[src/rtl/wallace_mult_pkg.sv]
// Shared constants and helpers for the pipelined Wallace-tree multiplier.
// WALLACE_MULT_SIGNED_EN (see wallace_mult_pipe) selects the Baugh-Wooley signed build.
package wallace_mult_pkg;

  localparam int WIDTH_MIN  = 2;
  localparam int WIDTH_MAX  = 32;
  localparam int STAGES_MIN = 1;
  localparam int STAGES_MAX = 3;

  // Pipeline shapes: product registered straight from the inputs, operands
  // then final sum, or operands then sum/carry rows then final sum.
  localparam int STAGES_SINGLE = 1;
  localparam int STAGES_SPLIT  = 2;
  localparam int STAGES_ROWREG = 3;

  // Enough 3:2 levels to bring WIDTH_MAX+1 rows down to two.
  localparam int RED_LEVELS = 10;

  // Baugh-Wooley correction constant is 2^width + 2^(2*width-1), taken modulo
  // 2^(2*width); returned one bit at a time so callers need no wide temporaries.
  function automatic logic bw_corr_bit(input int width, input int pos);
    return (pos == width) || (pos == 2 * width - 1);
  endfunction

endpackage

[src/rtl/wallace_reduce.sv]
// Partial-product generation and Wallace-tree reduction down to a sum row and
// a carry row; purely combinational, registers live in wallace_mult_pipe.
module wallace_reduce
  import wallace_mult_pkg::*;
#(
  parameter int WIDTH = 8
) (
  input  logic [WIDTH-1:0]   a,
  input  logic [WIDTH-1:0]   b,
  input  logic               signed_mode,
  output logic [2*WIDTH-1:0] sum_row,
  output logic [2*WIDTH-1:0] carry_row
);

  localparam int PW = 2 * WIDTH;
  // WIDTH partial-product rows plus one correction row.
  localparam int NR = WIDTH + 1;
  // Two zero pad rows keep the grouped row indices in range for every group.
  localparam int NA = NR + 2;

  logic [PW-1:0] pp  [NA];
  logic [PW-1:0] cur [NA];
  logic [PW-1:0] nxt [NA];
  logic [PW-1:0] hs;
  logic [PW-1:0] hc;
  logic          pp_bit;
  int            cur_n;
  int            nxt_n;

  // Row i holds a & b[i] shifted left by i; in signed mode the terms that
  // involve exactly one sign bit are inverted and the constant row is added.
  always_comb begin
    pp_bit = 1'b0;
    for (int i = 0; i < NA; i++) begin
      pp[i] = '0;
    end
    for (int i = 0; i < WIDTH; i++) begin
      for (int j = 0; j < WIDTH; j++) begin
        pp_bit = a[j] & b[i];
        if (signed_mode && ((i == WIDTH - 1) != (j == WIDTH - 1))) begin
          pp_bit = ~pp_bit;
        end
        pp[i][i+j] = pp_bit;
      end
    end
    for (int k = 0; k < PW; k++) begin
      pp[WIDTH][k] = signed_mode & bw_corr_bit(WIDTH, k);
    end
  end

  // Each level takes rows in groups of three through full adders (two half
  // adders plus an OR); leftover rows of a group pass straight through.
  always_comb begin
    hs    = '0;
    hc    = '0;
    nxt_n = 0;
    for (int i = 0; i < NA; i++) begin
      cur[i] = pp[i];
      nxt[i] = '0;
    end
    cur_n = NR;
    for (int lvl = 0; lvl < RED_LEVELS; lvl++) begin
      if (cur_n > 2) begin
        nxt_n = 0;
        for (int i = 0; i < NA; i++) begin
          nxt[i] = '0;
        end
        for (int g = 0; g < NR; g += 3) begin
          if (g + 2 < cur_n) begin
            hs               = cur[g] ^ cur[g+1];
            hc               = cur[g] & cur[g+1];
            nxt[2*(g/3)]     = hs ^ cur[g+2];
            nxt[2*(g/3)+1]   = (hc | (hs & cur[g+2])) << 1;
            nxt_n            = nxt_n + 2;
          end else if (g + 1 < cur_n) begin
            nxt[2*(g/3)]     = cur[g];
            nxt[2*(g/3)+1]   = cur[g+1];
            nxt_n            = nxt_n + 2;
          end else if (g < cur_n) begin
            nxt[2*(g/3)]     = cur[g];
            nxt_n            = nxt_n + 1;
          end
        end
        for (int i = 0; i < NA; i++) begin
          cur[i] = nxt[i];
        end
        cur_n = nxt_n;
      end
    end
    sum_row   = cur[0];
    carry_row = cur[1];
  end

endmodule

[src/rtl/wallace_mult_pipe.sv]
// Pipelined Wallace-tree multiplier with valid/ready handshake on both sides.
// Define WALLACE_MULT_SIGNED_EN to add signed_mode (Baugh-Wooley two's complement).
module wallace_mult_pipe
  import wallace_mult_pkg::*;
#(
  parameter int WIDTH  = 8,
  parameter int STAGES = 2
) (
  input  logic               clock,
  input  logic               reset,
  input  logic               in_valid,
  output logic               in_ready,
  input  logic [WIDTH-1:0]   a,
  input  logic [WIDTH-1:0]   b,
  output logic               out_valid,
  input  logic               out_ready,
  output logic [2*WIDTH-1:0] p,
  output logic               busy
`ifdef WALLACE_MULT_SIGNED_EN
  ,
  input  logic               signed_mode
`endif
);

  // Handshake: a transfer happens on an edge where valid && ready. The whole
  // pipeline freezes (data and valid bits) only while the output is offered
  // and refused, so in_ready never depends on in_valid.
  logic              stall;
  logic              adv;
  logic              sm_in;
  logic [STAGES-1:0] vld;
  logic [2*WIDTH-1:0] sum_row;
  logic [2*WIDTH-1:0] carry_row;
  logic [2*WIDTH-1:0] p_q;

`ifdef WALLACE_MULT_SIGNED_EN
  assign sm_in = signed_mode;
`else
  assign sm_in = 1'b0;
`endif

  assign stall     = out_valid & ~out_ready;
  assign adv       = ~stall;
  assign in_ready  = ~stall;
  assign out_valid = vld[STAGES-1];
  assign busy      = |vld;
  assign p         = p_q;

  // Bubbles enter as zero valid bits and travel with the data.
  always_ff @(posedge clock) begin
    if (reset) begin
      vld <= '0;
    end else if (adv) begin
      vld[0] <= in_valid;
      for (int k = 1; k < STAGES; k++) begin
        vld[k] <= vld[k-1];
      end
    end
  end

  generate
    if (STAGES == STAGES_SINGLE) begin : g_single
      wallace_reduce #(.WIDTH(WIDTH)) u_reduce (
        .a           (a),
        .b           (b),
        .signed_mode (sm_in),
        .sum_row     (sum_row),
        .carry_row   (carry_row)
      );

      always_ff @(posedge clock) begin
        if (adv) begin
          p_q <= sum_row + carry_row;
        end
      end
    end else begin : g_multi
      logic [WIDTH-1:0] s1_a;
      logic [WIDTH-1:0] s1_b;
      logic             s1_sm;

      // signed_mode rides along with its operands.
      always_ff @(posedge clock) begin
        if (adv) begin
          s1_a  <= a;
          s1_b  <= b;
          s1_sm <= sm_in;
        end
      end

      wallace_reduce #(.WIDTH(WIDTH)) u_reduce (
        .a           (s1_a),
        .b           (s1_b),
        .signed_mode (s1_sm),
        .sum_row     (sum_row),
        .carry_row   (carry_row)
      );

      if (STAGES == STAGES_SPLIT) begin : g_split
        always_ff @(posedge clock) begin
          if (adv) begin
            p_q <= sum_row + carry_row;
          end
        end
      end else begin : g_rowreg
        logic [2*WIDTH-1:0] s2_sum;
        logic [2*WIDTH-1:0] s2_carry;

        always_ff @(posedge clock) begin
          if (adv) begin
            s2_sum   <= sum_row;
            s2_carry <= carry_row;
          end
        end

        // Final carry-propagate add over the registered rows.
        always_ff @(posedge clock) begin
          if (adv) begin
            p_q <= s2_sum + s2_carry;
          end
        end
      end
    end
  endgenerate

endmodule

[config.mk]
export PLATFORM = sky130hd
export DESIGN_NAME = wallace_mult_pipe
export DESIGN_NICKNAME = d
export VERILOG_FILES = /design/src/rtl/wallace_mult_pkg.sv /design/src/rtl/wallace_reduce.sv /design/src/rtl/wallace_mult_pipe.sv
export SDC_FILE = /design/constraint.sdc
export NUM_CORES = 1
export LEC_CHECK = 0
export BUFFER_PORTS_ARGS = -buffer_cell sky130_fd_sc_hd__buf_2
export CORE_MARGIN = 1.5
export CORE_UTILIZATION = 63
export CTS_CLUSTER_SIZE = 8
export DETAILED_ROUTE_END_ITERATION = 6
export GPL_TIMING_DRIVEN = 0
export PLACE_DENSITY = 0.86
export REMOVE_ABC_BUFFERS = 1
export SETUP_SLACK_MARGIN = 0.15
export SLEW_MARGIN = 15
export SYNTH_ARGS = -nofsm -noshare
export SYNTH_HDL_FRONTEND = slang
export SYNTH_SLANG_ARGS = --single-unit
[constraint.sdc]
create_clock -name clock -period 9.3 [get_ports clock]
set_clock_uncertainty 0.05 [all_clocks]
set_input_delay 0.465 -clock clock [delete_from_list [all_inputs] [get_ports clock]]
set_output_delay 0.465 -clock clock [all_outputs]
set_load 0.03 [all_outputs]
==> out/results.ini, run 1 <==
[outcome]
status=complete, no violations

[detailed_routing]
drtIter0Drc=51
via_count=1972
drt-met1-wl_mm=2.22
wire_per_inst_um=14.3
firstDrtPassIters=4
postRouteAntennaNets=0
top_layer=met4
viasPerCell=5.42
dr_wl_met2_mm=2.70
drc=0
routed_wirelength_mm=5.20
met3_length_um=167

[finish]
drive_gt1_share_pct=16.8
post-route-util_pct=73.1
fin_nets=400
finalNonFillerCells=364
num_antenna_cells=0
num-fill-cells=330
area_growth_pct=13.1

[sta]
finalCritPeriodShare_pct=46.1
hold_ws_ps=282
rsz0062_at_grt=no
slew_viol_final=0
fmax_mhz=233
tns_ps=0
finalCriticalPeriod_ps=4290
finalWorstSetupSlack_ps=5010
setup_violations=0
worst_pin_slew_ps=854
final_hold_viol_count=0
relSlewSlack_pct=43.0

[grt]
grt_antenna_before_repair=0
grt_usage_pct=22.0
grt_pass1_wl_mm=8.75
grt_overflow=0
grt_pass1_vias=2026
grt_max_degree=36

[yosys]
synth_top_family_by_area=adder cells
muxShareOfSynthArea_pct=0.330
ys_async_sr_fraction_pct=0
synth-adder-area-share_pct=38.9
yosys.area_share.simple_pct=15.1
seq_area_frac_synth_pct=33.0
synth_compound_area_share_pct=4.12
yosys.area.top_type=edfxtp_1
synth_edf_count=32
ys.flop_type=edfxtp_1
ys_ff_latch=34
syn_area_um2=3030
synth_common_cells=48 x inv_1, 45 x and2_1, 39 x fa_1, 32 x edfxtp_1, 32 x ha_1
synthMostInstantiatedCell=inv_1
ys.warnings.count=0
synth_top_area_share_pct=31.7
synthXorXnorAreaFrac_pct=2.60
synth_area_per_cell_um2=11.5
synth_cells=264
synth.distinct_cells=28
netlist_top_cells_area=edfxtp_1 32%, fa_1 26%, ha_1 13%

[clock_network]
worstSkewPairLatency_ps=300
h-tree-depth=2
numCtsBuffers=5
cts_setup_buffers=0
cts_root_buf=clkbuf_8
ctsHoldBuffers=0
cts_tree=done
clock-sinks=34
cts_max_path_buffers=2
clk_pin_slew_ps=80
post_cts_resized=0

[power_and_ir_drop]
internal_power_w=0.000535
ir_worst_vdd_uv=110
p_per_area_nw_per_um2=264
p_clk_share_pct=18.5
pwr-share-seq_pct=27.0
leakage_nw=1.69
p_sw_share_pct=41.0
share_comb_of_total_power_pct=54.4
p_sw_w=0.000372

[floorplanning]
core-area_um2=4690
rows=25
io_pins=39
start_util_pct=64.7
dieArea_um2=5240
die_x_um=72.4
die-height_um=72.4

[place]
globalplace.congestion=0.850
place_ws_ps=5010
hpwlAfterDp_mm=4.04
io_buffers=38
dp.cells=356

[worst_setup_path]
startpoint_type=flop
crit_arrival_ps=4290
r2r_slack_ps=5010
regToRegEndpoint=p[13]
critPathKind=flop to flop
crit_path_end_kind=flop
path_max_fanout=8
startpoint=g_multi.s1_a[5]
endpoint=p[13]
cp.required_ps=9300
r2r-start=g_multi.s1_a[5]
reg2reg_depth=13

[worst_hold_path]
min-delay-path-class=input pin to flop

[flow_run]
drv_cap=0

## flip-flops by register name, summed over array words and instances, names as in the netlist
signal	count
vld	2
g_multi.s1_a	8
p	16
g_multi.s1_b	8
## placed cells by master, fill, tap and decap left out, types with 2 or more instances in the layout
master     synthesis  routed
nand3_1            7       7
xnor2_1            7       7
a31oi_1            2       2
nor2_1             4       4
edfxtp_1          32      32
o21ai_0            2       2
nand2_1           22      22
inv_1             48      48
fa_1              39      39
xor2_1             2       2
a21oi_1            5       5
ha_1              32      32
buf_2              0      38
clkbuf_8           0       5
dfxtp_1            2       2
bufinv_16          0       2
and2_1            45      45
## power groups by stage
stage               clock, W  combinational, W  sequential [W]
detailed placement         0          0.000494        0.000248
floorplan                  0          0.000327        0.000309
CTS                 0.000170          0.000498        0.000245
global route        0.000176          0.000557        0.000249
finish              0.000168          0.000493        0.000245
global placement           0          0.000470        0.000246
## cells by family after synthesis
family	after synthesis
AND/OR/NAND/NOR	85
AO/OA/AOI/OAI	16
buffers and inverters	48
adder cells (fa/ha/maj)	71
multiplexers	1
flip-flops	34
XOR/XNOR	9
## how the worst min path moves through the flow
stage,start,end,slack [ps],cells past startpoint
final,reset,vld[1],280,2
after detailed placement,vld[0],vld[1],400,2
after floorplan,vld[0],vld[1],380,2
after global placement,vld[0],vld[1],390,2
after global routing,b[7],g_multi.s1_b[7],280,1
after CTS,reset,vld[1],280,2
## cell type report
class                   count  area (um2)  share of cell area, %
well taps                  54        67.6                   1.97
clock buffers               5        68.8                   2.01
flip-flops and latches     34        1000                   29.2
multi-input cells         182        1860                   54.1
inverters                  48         180                   5.25
clock inverters             3        68.8                   2.01
repair buffers             38         190                   5.54
## worst max-delay path, cell delays in order (launching register included)
cell and delay, ps:
edfxtp_1 520, and2_1 220, fa_1 540, inv_1 60, fa_1 530, inv_1 50, fa_1 470, ha_1 300
ha_1 210, fa_1 420, a21oi_2 180, o211ai_2 150, o41ai_2 250, xnor2_1 100
## metrics by stage
stage | cell area [um2] | power, W
5_1_grt | 3430 | 0.000982
4_1_cts | 3430 | 0.000913
2_1_floorplan | 3030 | 0.000636
3_5_place_dp | 3290 | 0.000743
3_3_place_gp | 3290 | 0.000716
6_report | 3430 | 0.000906
## routing by layer
layer,GRT usage (%),vias to the layer above
met4,7.97,0
met3,3.47,14
met5,0,-
met1,27.9,967
li1,-,938
met2,38.3,53
No activity file was read; power rests on OpenSTA's default activity.
==> run 2, diff against run 1 <==
--- a/config.mk
+++ b/config.mk
@@ -5,13 +5,14 @@
 export SDC_FILE = /design/constraint.sdc
 export NUM_CORES = 1
 export LEC_CHECK = 0
+export ABC_AREA = 1
 export BUFFER_PORTS_ARGS = -buffer_cell sky130_fd_sc_hd__buf_2
 export CORE_MARGIN = 1.5
-export CORE_UTILIZATION = 63
+export CORE_UTILIZATION = 54
 export CTS_CLUSTER_SIZE = 8
 export DETAILED_ROUTE_END_ITERATION = 6
 export GPL_TIMING_DRIVEN = 0
-export PLACE_DENSITY = 0.86
+export PLACE_DENSITY = 0.78
 export REMOVE_ABC_BUFFERS = 1
 export SETUP_SLACK_MARGIN = 0.15
 export SLEW_MARGIN = 15
==> constraint.sdc (replaced) <==
create_clock -name clock -period 3.8 [get_ports clock]
set_clock_uncertainty 0.05 [all_clocks]
set_input_delay 0.19 -clock clock [delete_from_list [all_inputs] [get_ports clock]]
set_output_delay 0.19 -clock clock [all_outputs]
set_load 0.03 [all_outputs]
==> run 2 against run 1 <==
Against the previous run: the flow now finishes with violations (setup timing); cell area grew 16%; maximum frequency grew 11%; global-route usage grew 0.65 points; worst hold slack lost 270 ps; sequential share of layout area shrank 4.1 points; utilization shrank 5.4 points.
==> out/results.ini, run 2 <==
[outcome]
status=finished with violations
violations=setup timing

[yosys]
synth_cells=372  ; +41%
ys_ff_latch=34  ; unchanged
ys.warnings.count=0  ; unchanged
seq_area_frac_synth_pct=30.7  ; -2.3 points
synth.distinct_cells=19  ; -32%
synthMostInstantiatedCell=inv_1
synth_area_per_cell_um2=8.78  ; -24%
yosys.area.top_type=edfxtp_1
synth_top_area_share_pct=29.4  ; -2.2 points
synth_common_cells=106 x inv_1, 105 x nand2_1, 39 x fa_1, 32 x edfxtp_1, 32 x ha_1
synth_edf_count=32  ; unchanged
netlist_top_cells_area=edfxtp_1 29%, fa_1 24%, ha_1 12%
syn_area_um2=3270  ; +7.6%
ys.flop_type=edfxtp_1
ys_async_sr_fraction_pct=0  ; unchanged

[floorplanning]
core-area_um2=5890  ; +25%
start_util_pct=55.5  ; -9.2 points
rows=28  ; +12%
die_x_um=80.8  ; +12%
dieArea_um2=6520  ; +24%
io_pins=39  ; unchanged
die-height_um=80.8  ; +12%

[flow_run]
drv_cap=0  ; unchanged

[worst_setup_path]
critPathKind=flop to flop
slowest_stage=fa_1
path_cells=nand2_1 -> inv_2 -> fa_1 -> inv_2 -> fa_1 -> inv_2 -> fa_1 -> ha_4 -> ha_4 -> fa_2 -> nand2_2 -> nand3_2 -> nand3_2 -> nand2_1 -> nand2_1 -> nand2_1
crit_arrival_ps=3860  ; -430 ps
r2r_slack_ps=-60  ; -5070 ps
slowest_delay_ps=560  ; +20 ps
crit_path_end_kind=flop
path_common_cell=nand2_1
reg2reg_depth=16  ; +3
r2r-start=g_multi.s1_a[5]
regToRegEndpoint=p[13]
startpoint=g_multi.s1_a[5]
startpoint_type=flop
path_max_fanout=6  ; -2
cp.required_ps=3800  ; -5500 ps

[worst_hold_path]
min-delay-path-class=input pin to flop
whs_path_depth=1  ; -1
hold_path.startpoint=b[0]
hold_end=g_multi.s1_b[0]

[finish]
multiInputGateArea_um2=1960  ; +5.8%
num_antenna_cells=0  ; unchanged
largest_reg_flops=16  ; unchanged
final_cell_mix=99 x nand2_1, 98 x inv_1, 38 x buf_2
final_common_cell=nand2_1
final_cell_area_um2=3990  ; +16%
area_growth_pct=22.1
finalNonFillerCells=504  ; +38%
num-fill-cells=459  ; +39%
drive_gt1_share_pct=26.1  ; +9.3 points
seqCellArea_um2=1000  ; unchanged
fin_nets=519  ; +30%

[place]
dp.cells=469  ; +32%
io_buffers=38  ; unchanged
dpl_cell_area_um2=3490  ; +5.9%
hpwlAfterDp_mm=4.48  ; +11%
globalplace.congestion=0.863  ; +1.6%

[grt]
grt_max_degree=35  ; -2.8%
grt_pass1_vias=2566  ; +27%
grt_antenna_before_repair=0  ; unchanged
grt_usage_pct=22.6  ; +0.65 points
grt_pass1_wl_mm=11.1  ; +27%
grt_overflow=0  ; unchanged

[power_and_ir_drop]
leakage_nw=2.28  ; +35%
ir_worst_vdd_uv=434  ; +290%
power_w=0.00262  ; +190%
p_per_area_nw_per_um2=657  ; +150%

[detailed_routing]
wire_per_inst_um=12.4  ; -13%
drc=0  ; unchanged
viasPerCell=4.84  ; -11%
firstDrtPassIters=4  ; unchanged
drtIter0Drc=79  ; +55%
via_count=2438  ; +24%
postRouteAntennaNets=0  ; unchanged
routed_wirelength_mm=6.26  ; +20%

[sta]
final_hold_viol_count=0  ; unchanged
slew_viol_final=0  ; unchanged
rsz0062_at_grt=yes
finalCritPeriodShare_pct=102  ; +55 points
relSlewSlack_pct=52.8  ; +9.7 points
worst_pin_slew_ps=708  ; -147 ps
setup_violations=5  ; +5
finalCriticalPeriod_ps=3860  ; -427 ps
fmax_mhz=259  ; +11%
finalWorstSetupSlack_ps=-60.1  ; -5070 ps

[clock_network]
h-tree-depth=2  ; unchanged
cts_max_path_buffers=2  ; unchanged
cts_tree=done
worstSkewPairLatency_ps=290  ; about the same
cts_root_buf=clkbuf_8
clock-sinks=34  ; unchanged
clk_pin_slew_ps=80  ; about the same
numCtsBuffers=5  ; unchanged

-- run 2: cell types whose count changed after synthesis, sizes merged, moves of 4 or more --
cell,change
nor2,+8
nand3,+4
inv,+59
nand2,+85
and2,-45
xnor2,-6
clkbuf,+16
-- run 2: report_power, final --
| part | total (W) | internal (W) | switching, W |
|---|---|---|---|
| Sequential | 0.000596 | 0.000559 | 0.0000372 |
| Clock | 0.000343 | 0.000195 | 0.000148 |
| Combinational | 0.00168 | 0.000710 | 0.000969 |
-- run 2: worst max-delay path: cells and delay by family, from the launching register on --
| kind | cells | cell delay, ps |
|---|---|---|
| adders and majority gates | 6 | 2410 |
| DFF | 1 | 510 |
| and+or+nand+nor | 7 | 530 |
| buffers and inverters | 3 | 130 |
-- run 2: layout make-up --
cell class                      instances  share of cell area, %
Timing Repair Buffer                   65                   10.4
Sequential cell                        34                   25.1
Clock inverter                          3                   1.13
Multi-Input combinational cell        215                   49.2
Inverter                              107                   10.1
Clock buffer                            5                   1.73
Tap cell                               75                   2.35
-- run 2: logic make-up (layout without fill, tap and decap cells) --
logic type,after synthesis,after routing,share of synthesized area [%]
fa+ha+maj,71,71,36.2
xor+xnor,5,5,1.34
simple gates,133,133,16.7
buf+inv,123,180,14.1
compound gates,6,6,0.996
flops,34,34,30.7
-- run 2: timing repair --
action / in CTS / in global routing
buffers inserted: 22 / 3
resized for setup: 30 / 9
pin swaps: 22 / 4
hold endpoints to repair: 1 / 1
hold buffers: 1 / 1
setup endpoints to repair: 9 / 9
-- run 2: layer usage --
metal | global-route usage [%] | wire [um]
met2 | 40.5 | 3290
met1 | 26.3 | 2520
met5 | 0 | 0
met3 | 4.04 | 250
met4 | 10.5 | 201
-- run 2: worst max path at each step --
stage | to
global placement | p[13]
global route | p[13]
CTS | p[14]
floorplan | p[13]
finish | p[13]
detailed placement | p[13]
-- run 2: stage by stage --
stage / hold WS, ps / TNS [ps] / setup WS [ps] / utilization, %
after global placement: 309 / -1170 / -252 / 59.3
after global routing: 1.10 / -1060 / -180 / 67.7
after detailed placement: 318 / -1610 / -283 / 59.3
final: 14.2 / -109 / -60.1 / 67.7
after floorplan: 209 / -1.34 / -1.34 / -
after CTS: 6.28 / -45.3 / -25.3 / 66.9
==> run 3, diff against run 2 <==
--- a/config.mk
+++ b/config.mk
@@ -5,14 +5,13 @@
 export SDC_FILE = /design/constraint.sdc
 export NUM_CORES = 1
 export LEC_CHECK = 0
-export ABC_AREA = 1
 export BUFFER_PORTS_ARGS = -buffer_cell sky130_fd_sc_hd__buf_2
 export CORE_MARGIN = 1.5
-export CORE_UTILIZATION = 54
+export CORE_UTILIZATION = 53
 export CTS_CLUSTER_SIZE = 8
 export DETAILED_ROUTE_END_ITERATION = 6
 export GPL_TIMING_DRIVEN = 0
-export PLACE_DENSITY = 0.78
+export PLACE_DENSITY = 0.77
 export REMOVE_ABC_BUFFERS = 1
 export SETUP_SLACK_MARGIN = 0.15
 export SLEW_MARGIN = 15
==> run 3 against run 2 <==
Against the previous run: the run still ends with setup timing left; global-route usage fell by 1.3 points; via count fell by 12%; worst hold slack got worse by 8.0 ps; clock power rose by 19%; final cell count fell by 18%; count of clock-buffer cells in the layout did not move; flip-flop and latch count did not move; non-clock buffer count rose by 3; worst setup slack got worse by 360 ps; combinational power rose by 13%; maximum frequency fell by 8.5%; critical endpoint unchanged; largest cell class unchanged; highest routed layer unchanged.
==> out/results.ini, run 3 (synthesis gave the netlist of run 1 again) <==
[place]
hpwlAfterDp_mm=4.05  ; -9.7%
io_buffers=38  ; unchanged
globalplace.congestion=0.823  ; -4.6%

[power_and_ir_drop]
leakage_nw=1.85  ; -19%
internal_power_w=0.00173  ; +18%
share_comb_of_total_power_pct=65.5  ; +1.4 points
p_sw_w=0.00118  ; +1.8%
p_clk_share_pct=14.1  ; +1.0 points
p_sw_share_pct=40.5  ; -3.6 points
ir_worst_vdd_uv=495  ; +14%
pwr-share-seq_pct=20.4  ; -2.4 points
p_per_area_nw_per_um2=739  ; +13%

[worst_hold_path]
hold_path.startpoint=reset
hold_end=vld[1]
min-delay-path-class=input pin to flop
whs_path_depth=2  ; +1

[floorplanning]
die-height_um=78.7  ; -2.6%
rows=27  ; -3.6%
dieArea_um2=6190  ; -5.1%
start_util_pct=55.1  ; -0.38 points
core-area_um2=5510  ; -6.4%
io_pins=39  ; unchanged
die_x_um=78.7  ; -2.6%

[sta]
worst_pin_slew_ps=397  ; -311 ps
fmax_mhz=237  ; -8.5%
final_hold_viol_count=0  ; unchanged
relSlewSlack_pct=73.5  ; +21 points
finalCriticalPeriod_ps=4220  ; +356 ps
setup_violations=9  ; +4
slew_viol_final=0  ; unchanged
rsz0062_at_grt=yes
finalWorstSetupSlack_ps=-417  ; -356 ps
finalCritPeriodShare_pct=111  ; +9.4 points
hold_ws_ps=6.15  ; -8.01 ps

[detailed_routing]
routed_wirelength_mm=6.39  ; +2.2%
wire_per_inst_um=15.5  ; +25%
firstDrtPassIters=5  ; +1
drc=0  ; unchanged
via_count=2149  ; -12%
viasPerCell=5.22  ; +7.8%
postRouteAntennaNets=0  ; unchanged
drtIter0Drc=115  ; +46%

[grt]
grt_max_degree=22  ; -37%
grt_pass1_wl_mm=9.88  ; -11%
grt_antenna_before_repair=0  ; unchanged
grt_usage_pct=21.3  ; -1.3 points
grt_overflow=0  ; unchanged
grt_pass1_vias=2166  ; -16%

[worst_setup_path]
cp.required_ps=3790  ; about the same
crit_arrival_ps=4200  ; +340 ps
r2r-start=g_multi.s1_b[2]
regToRegEndpoint=p[13]
reg2reg_depth=12  ; -4
critPathKind=flop to flop
startpoint_type=flop
path_max_fanout=6  ; unchanged
crit_path_end_kind=flop
r2r_slack_ps=-420  ; -360 ps

[clock_network]
cts_tree=done
numCtsBuffers=5  ; unchanged
cts_max_path_buffers=2  ; unchanged
cts_root_buf=clkbuf_8
worstSkewPairLatency_ps=300  ; about the same
h-tree-depth=2  ; unchanged
clk_pin_slew_ps=80  ; about the same
clock-sinks=34  ; unchanged
ctsHoldBuffers=0  ; -1

[finish]
num_antenna_cells=0  ; unchanged
fin_nets=430  ; -17%
drive_gt1_share_pct=34.4  ; +8.3 points
largest_reg_flops=16  ; unchanged
final_cell_mix=41 x inv_1, 40 x and2_1, 38 x buf_2
post-route-util_pct=71.3  ; +3.6 points
area_growth_pct=29.4
final_common_cell=inv_1

[outcome]
status=finished with violations
violations=setup timing

[flow_run]
drv_cap=0  ; unchanged

-- run 3: routing by layer --
metal | vias up | part of all wire, % | global-route usage (%)
li1 | 998 | - | -
met1 | 1064 | 39 | 24.6
met2 | 68 | 54 | 38.4
met3 | 19 | 3.9 | 3.60
met4 | 0 | 3.6 | 9.82
met5 | - | 0 | 0
-- run 3: worst max path at each step --
stage | end | slack [ps] | startpoint
after floorplan | p[13] | -230 | g_multi.s1_b[0]
after global placement | p[13] | -480 | g_multi.s1_a[5]
after detailed placement | p[13] | -550 | g_multi.s1_a[5]
after CTS | p[13] | -430 | g_multi.s1_a[4]
after global routing | p[13] | -490 | g_multi.s1_b[2]
final | p[13] | -420 | g_multi.s1_b[2]
-- run 3: final cells by class --
| class | count | area [um2] |
|---|---|---|
| clock buffer | 5 | 68.8 |
| clock inverter | 3 | 68.8 |
| fill | 364 | 1580 |
| inverter | 48 | 180 |
| multi-input combinational | 182 | 2050 |
| sequential | 34 | 1000 |
| tap | 72 | 90.1 |
| timing repair buffer | 68 | 465 |
-- run 3: critical path: stages, from the launching register on --
cell and delay (ps):
edfxtp_1 480, and2_1 230, fa_1 560, inv_2 40
fa_2 560, fa_1 430, inv_1 110, fa_1 470
ha_4 280, a21oi_4 180, o211ai_2 140, o41ai_2 290
xnor2_1 130
-- run 3: what timing repair did --
| item | in CTS | in global routing |
|---|---|---|
| setup endpoints to repair | 9 | 9 |
| resized for setup | 35 | 16 |
| cloned | 0 | 0 |
| pin swaps | 24 | 17 |
| buffers inserted | 20 | 9 |
-- run 3: metrics by stage --
stage | cell area, um2 | cells | power [W] | setup slack, ps | TNS [ps]
final | 3930 | 412 | 0.00290 | -417 | -2810
after global routing | 3930 | 412 | 0.00306 | -493 | -3490
after CTS | 3800 | 403 | 0.00267 | -430 | -1860
after detailed placement | 3340 | 375 | 0.00180 | -548 | -2670
after global placement | 3310 | 374 | 0.00176 | -479 | -2390
after floorplan | 3030 | 264 | 0.00156 | -231 | -798
-- run 3: power by group through the flow --
| stage | Combinational, W | Sequential (W) | Clock (W) |
|---|---|---|---|
| finish | 0.00190 | 0.000592 | 0.000409 |
| global route | 0.00203 | 0.000601 | 0.000426 |
| CTS | 0.00166 | 0.000593 | 0.000412 |
| detailed placement | 0.00120 | 0.000604 | 0 |
| global placement | 0.00116 | 0.000603 | 0 |
| floorplan | 0.000800 | 0.000756 | 0 |
